$ cat config.mk
export PLATFORM = sky130hd
export DESIGN_NAME = rom_dl_ctrl
export DESIGN_NICKNAME = d
export VERILOG_FILES = /design/src/rtl/rom_dl_ctrl.sv
export SDC_FILE = /design/constraint.sdc
export NUM_CORES = 1
export LEC_CHECK = 0
export BUFFER_PORTS_ARGS = -buffer_cell sky130_fd_sc_hd__buf_2
export CAP_MARGIN = 5
export CORE_UTILIZATION = 35
export DETAILED_ROUTE_END_ITERATION = 16
export PLACE_DENSITY = 0.55
export SLEW_MARGIN = 20
export SYNTH_ARGS = -nofsm -noshare
export SYNTH_HDL_FRONTEND = slang
export SYNTH_SLANG_ARGS = --single-unit
$ cat constraint.sdc
create_clock -name CLK -period 4 [get_ports CLK]
set_input_delay 0.4 -clock CLK [delete_from_list [all_inputs] [get_ports CLK]]
set_output_delay 0.4 -clock CLK [all_outputs]
set_load 0.02 [all_outputs]
$ cat src/rtl/rom_dl_ctrl.sv
// ROM download controller: filters the ioctl stream into the core's ROM write port,
// captures the variant byte, validates the image and sequences the core reset.
module rom_dl_ctrl #(
  parameter logic [15:0] ROM_SIZE    = 16'hC000,
  parameter int          HOLD_CYCLES = 256
) (
  input  logic        CLK,
  input  logic        RESET,
  input  logic        ioctl_download,
  input  logic [7:0]  ioctl_index,
  input  logic        ioctl_wr,
  input  logic [24:0] ioctl_addr,
  input  logic [7:0]  ioctl_dout,
  output logic [15:0] dn_addr,
  output logic [7:0]  dn_data,
  output logic        dn_wr,
  output logic [7:0]  mod,
  output logic        mod_orig,
  output logic        mod_plus,
  output logic        mod_club,
  output logic        mod_crush,
  output logic        mod_bird,
  output logic        core_reset,
  output logic        rom_valid,
  output logic        dl_error,
  output logic [15:0] checksum,
  output logic [16:0] byte_count
);

  typedef enum logic [2:0] {IDLE, LOAD, HOLD, RUN, ERR} state_t;

  localparam logic [15:0] HOLD_INIT = 16'(HOLD_CYCLES - 1);

  state_t      state_reg, state_next;
  logic        dl_prev_reg;
  logic [7:0]  sess_idx_reg;
  logic [15:0] hold_cnt_reg, hold_cnt_next;
  logic        ovf_reg, ovf_next;
  logic [16:0] byte_count_reg, byte_count_next;
  logic [15:0] checksum_reg, checksum_next;
  logic        rom_valid_reg, rom_valid_next;
  logic        dl_error_reg, dl_error_next;
  logic [15:0] dn_addr_reg;
  logic [7:0]  dn_data_reg;
  logic        dn_wr_reg;
  logic [7:0]  mod_reg;
  logic [4:0]  mod_dec_reg;
  logic        core_reset_reg;

  logic dl_start, dl_end, in_load, rom_hit, rom_miss, mod_hit, image_good;

  assign dl_start = ioctl_download & ~dl_prev_reg;
  assign dl_end   = ~ioctl_download & dl_prev_reg;
  assign in_load  = (state_reg == LOAD) && ioctl_wr;
  assign rom_hit  = in_load && (sess_idx_reg == 8'd0) && (ioctl_addr < 25'(ROM_SIZE));
  assign rom_miss = in_load && (sess_idx_reg == 8'd0) && !(ioctl_addr < 25'(ROM_SIZE));
  assign mod_hit  = in_load && (sess_idx_reg == 8'd1);

  always_comb begin
    state_next      = state_reg;
    hold_cnt_next   = hold_cnt_reg;
    ovf_next        = ovf_reg;
    byte_count_next = byte_count_reg;
    checksum_next   = checksum_reg;
    rom_valid_next  = rom_valid_reg;
    dl_error_next   = dl_error_reg;

    // The strobe coinciding with the falling edge must count before the image check.
    if (rom_hit) begin
      if (byte_count_reg != '1)
        byte_count_next = byte_count_reg + 17'd1;
      checksum_next = checksum_reg + {8'd0, ioctl_dout};
    end
    if (rom_miss)
      ovf_next = 1'b1;
    image_good = (byte_count_next == {1'b0, ROM_SIZE}) && !ovf_next;

    if (state_reg == HOLD && hold_cnt_reg != 16'd0)
      hold_cnt_next = hold_cnt_reg - 16'd1;

    if (dl_start) begin
      state_next = LOAD;
      if (ioctl_index == 8'd0) begin
        byte_count_next = '0;
        checksum_next   = '0;
        ovf_next        = 1'b0;
      end
    end else begin
      unique case (state_reg)
        LOAD: begin
          if (dl_end) begin
            if (sess_idx_reg == 8'd0) begin
              rom_valid_next = image_good;
              dl_error_next  = !image_good;
              state_next     = image_good ? HOLD : ERR;
            end else if (rom_valid_reg) begin
              state_next = HOLD;
            end else begin
              state_next = dl_error_reg ? ERR : IDLE;
            end
          end
        end
        HOLD: begin
          if (hold_cnt_reg == 16'd0)
            state_next = RUN;
        end
        default: ;
      endcase
    end

    if (state_next == HOLD && state_reg != HOLD)
      hold_cnt_next = HOLD_INIT;
  end

  always_ff @(posedge CLK) begin
    if (RESET) begin
      state_reg      <= IDLE;
      // Loading the live level means a session already open at release is never seen.
      dl_prev_reg    <= ioctl_download;
      sess_idx_reg   <= 8'd0;
      hold_cnt_reg   <= 16'd0;
      ovf_reg        <= 1'b0;
      byte_count_reg <= '0;
      checksum_reg   <= '0;
      rom_valid_reg  <= 1'b0;
      dl_error_reg   <= 1'b0;
      dn_addr_reg    <= '0;
      dn_data_reg    <= '0;
      dn_wr_reg      <= 1'b0;
      mod_reg        <= '0;
      mod_dec_reg    <= 5'b00001;
      core_reset_reg <= 1'b1;
    end else begin
      state_reg      <= state_next;
      dl_prev_reg    <= ioctl_download;
      if (dl_start)
        sess_idx_reg <= ioctl_index;
      hold_cnt_reg   <= hold_cnt_next;
      ovf_reg        <= ovf_next;
      byte_count_reg <= byte_count_next;
      checksum_reg   <= checksum_next;
      rom_valid_reg  <= rom_valid_next;
      dl_error_reg   <= dl_error_next;
      dn_wr_reg      <= rom_hit;
      if (rom_hit) begin
        dn_addr_reg <= ioctl_addr[15:0];
        dn_data_reg <= ioctl_dout;
      end
      if (mod_hit)
        mod_reg <= ioctl_dout;
      for (int k = 0; k < 5; k++)
        mod_dec_reg[k] <= (mod_reg == 8'(k));
      core_reset_reg <= (state_next != RUN);
    end
  end

  assign dn_addr    = dn_addr_reg;
  assign dn_data    = dn_data_reg;
  assign dn_wr      = dn_wr_reg;
  assign mod        = mod_reg;
  assign mod_orig   = mod_dec_reg[0];
  assign mod_plus   = mod_dec_reg[1];
  assign mod_club   = mod_dec_reg[2];
  assign mod_crush  = mod_dec_reg[3];
  assign mod_bird   = mod_dec_reg[4];
  assign core_reset = core_reset_reg;
  assign rom_valid  = rom_valid_reg;
  assign dl_error   = dl_error_reg;
  assign checksum   = checksum_reg;
  assign byte_count = byte_count_reg;

endmodule
==> run_results.csv <==
group,metric,value,unit
floorplanning,dieArea,14100,um^2
global_routing,antenna_found_initial,0,
worst_setup_path,setup.worst_path.class,"reg2reg",
sta,tightest_slew,0.822,ns
final_layout,final_cells,860,
pwr,clkPwrFrac,0.449,
pwr,p_leak,2.51,nW
cts,clock_sinks,103,
placed_design,placed_cell_area,5530,um^2
worst_setup_path,end_kind,"register",
job,drv_cap,0,
pwr,internal_power,1.61,mW
run_status,status,"completed",
final_layout,largest_reg_flops,17,
synthesis,synth_nets,627,
worst_setup_path,required,4.22,ns
global_routing,grt_pass1_wl,20.2,mm
sta,slew_violations,0,
drt,route.vias.total,4340,
drt,vias_per_cell,5.05,
cts,clock_latency,0.35,ns
final_layout,fin_nets,735,
synthesis,synth.area.top_cells,"dfxtp_1 43%, nand2_1 8.4%, a21oi_1 5.4%",
pwr,p_seq_frac,0.505,
pwr,power.switching,449,uW
sta,fmax,0.312,GHz
synthesis,ys_warn_count,0,
sta,slew_headroom,0.438,
synthesis,synth_flop_cell,"dfxtp_1",
drt,postRouteAntennaNets,0,
synthesis,async_flop_share,0,
floorplanning,die_h,119,um
synthesis,syn_area,4790,um^2
floorplanning,io_pins,119,
final_layout,finalInstanceArea,5850,um^2
synthesis,synth_top_area_frac,0.431,
final_layout,drive_gt1_frac,0.225,
global_routing,grt_max_degree,51,
cts,cts_tree,"built",
cts,ctsHoldBuffers,0,
placed_design,placedCellCount,844,
placed_design,dp_hpwl,8.84,mm
sta,setup_tns,0,ns
cts,clock_path_buffers,2,
final_layout,antenna_cells,0,
drt,firstDrtPassIters,4,
sta,setup_viol,0,
floorplanning,die_x,119,um
placed_design,port_buffers,118,
synthesis,yosysSeqAreaShare,0.431,
sta,rsz0062_at_grt,"no",
sta,finalHoldViolCount,0,
drt,wl_per_cell,14.2,um
pwr,cellPowerDensity,351,nW/um^2
cts,clk_pin_slew,0.07,ns
final_layout,utilization,0.440,
cts,h-tree-depth,3,
synthesis,synth_seq_cells,103,
pwr,power,2.05,mW
synthesis,synth.distinct_cells,57,
synthesis,synth-edff-count,0,
cts,postCtsSetupBuffers,0,
worst_setup_path,cp-start-kind,"register",
worst_hold_path,min_path_type,"in2reg",
synthesis,synth_most_common_cell,"nand2_1",
floorplanning,design.core.area,13300,um^2
floorplanning,initial_core_util,0.360,
pwr,switching_share,0.218,
drt,drt-total-wl,12.2,mm
drt,remaining_drc_errors,0,
worst_setup_path,rrSetupSlack,0.80,ns
synthesis,syn-instance-count,571,
pwr,ir_drop,0.000197,V
sta,min_period_over_period,0.801,
cts,numCtsBuffers,9,
synthesis,yosys-top-cells-count,"107 x nand2_1, 103 x dfxtp_1, 62 x nor2_1, 52 x a21oi_1, 24 x xnor2_1",
sta,finalClockSkew,0.00778,ns
cts,root_buffer,"clkbuf_16",
global_routing,track_usage,0.178,
sta,layout_min_cycle_time,3.20,ns
placed_design,place_congestion,0.840,
floorplanning,rows,42,
final_layout,syn_to_final_growth,22.2,%
pwr,p_comb_frac,0.046,
cts,cts-resized-gates,0,
global_routing,grt_overflow,0,
synthesis,syn_avg_cell_area,8.38,um^2
synthesis,synth_area_leader_cell,"dfxtp_1",
worst_setup_path,arrival,3.42,ns
worst_setup_path,cp_max_fo,8,
global_routing,grt_pass1_vias,4159,
drt,drtIter0Drc,182,
[through the flow]
step | hold WS [ns] | worst slack [ns]
global placement | 0.435 | 0.724
detailed placement | 0.443 | 0.552
floorplan | 0.428 | 0.905
global route | 0.220 | 0.550
finish | 0.236 | 0.797
CTS | 0.215 | 0.792
[worst paths after layout]
kind                                      from  cells after the start               end
worst min register to register      dn_addr[1]                      2        dn_addr[1]
worst min-delay path            ioctl_download                      1       dl_prev_reg
worst max register to register   byte_count[0]                      7  hold_cnt_reg[11]
worst max-delay path             byte_count[0]                      7  hold_cnt_reg[11]
[critical path, cell delays in order (launching register included)]
cell and delay (ns):
dfxtp_1 0.41, ha_1 0.27, or4b_2 0.68, a2111oi_1 0.47, o221ai_2 0.18, or4_4 0.58
o311ai_4 0.38, nor2_1 0.10
[kinds of logic (layout without fill, tap and decap cells)]
| kind of cell | after synthesis | count (layout) | share of synthesized area |
|---|---|---|---|
| and+or+nand+nor | 270 | 270 | 0.280 |
| muxes | 11 | 11 | 0.0230 |
| DFF | 103 | 103 | 0.431 |
| AOI/OAI and AO/OA | 93 | 93 | 0.122 |
| buffers and inverters | 37 | 150 | 0.0303 |
| adders and majority gates | 11 | 11 | 0.0303 |
| xor gates and xnor gates | 46 | 46 | 0.0842 |
[area by class of cell]
type | count | area [um^2]
repair buffers | 123 | 628
well taps | 176 | 220
multi-input cells | 431 | 2580
clock inverters | 4 | 51.3
fillers | 1325 | 7440
flip-flops and latches | 103 | 2060
clock buffers | 12 | 267
inverters | 11 | 41.3
[routing by layer]
layer  GRT usage  share of wire  routed length [um]  up-vias
li1            -              -                   -     2180
met3      0.0378          0.051                 624       14
met2       0.308           0.48                5900      113
met4      0.0783          0.015                 185        0
met5           0              0                   0        -
met1       0.211           0.45                5490     2033
[cell usage in the layout, fill, tap and decap left out, types with 2 or more instances in the layout]
cell,Yosys,layout
buf_2,5,118
nand2_1,107,107
dfxtp_1,103,103
nor2_1,62,61
a21oi_1,52,52
xnor2_1,24,24
xor2_1,22,22
nor3_1,16,16
nand3_1,15,15
nand4_1,11,11
mux2i_1,11,11
nor4_1,11,11
inv_1,10,10
ha_1,10,10
o21ai_0,9,9
clkbuf_16,0,9
nand2b_1,8,8
and4_1,6,6
a21o_1,6,6
o21bai_1,6,6
and3_1,5,5
buf_4,0,5
or4_1,3,3
a31oi_1,3,3
and2_1,3,3
or2_2,3,3
clkbuf_8,0,3
nor4_4,2,2
nor2b_1,2,2
or3_1,2,2
nand3b_1,2,2
nor4bb_1,2,2
a211oi_1,2,2
nand4b_1,2,2
a311oi_1,2,2
[power by group through the flow]
| stage | clock network [mW] | logic [mW] | registers (mW) |
|---|---|---|---|
| after floorplan | 0 | 0.0524 | 1.06 |
| after global placement | 0 | 0.0958 | 1.06 |
| after detailed placement | 0 | 0.0964 | 1.06 |
| after CTS | 0.950 | 0.0968 | 1.04 |
| after global routing | 0.994 | 0.106 | 1.04 |
| final | 0.923 | 0.0950 | 1.04 |
(Power assumes the default switching activity.)
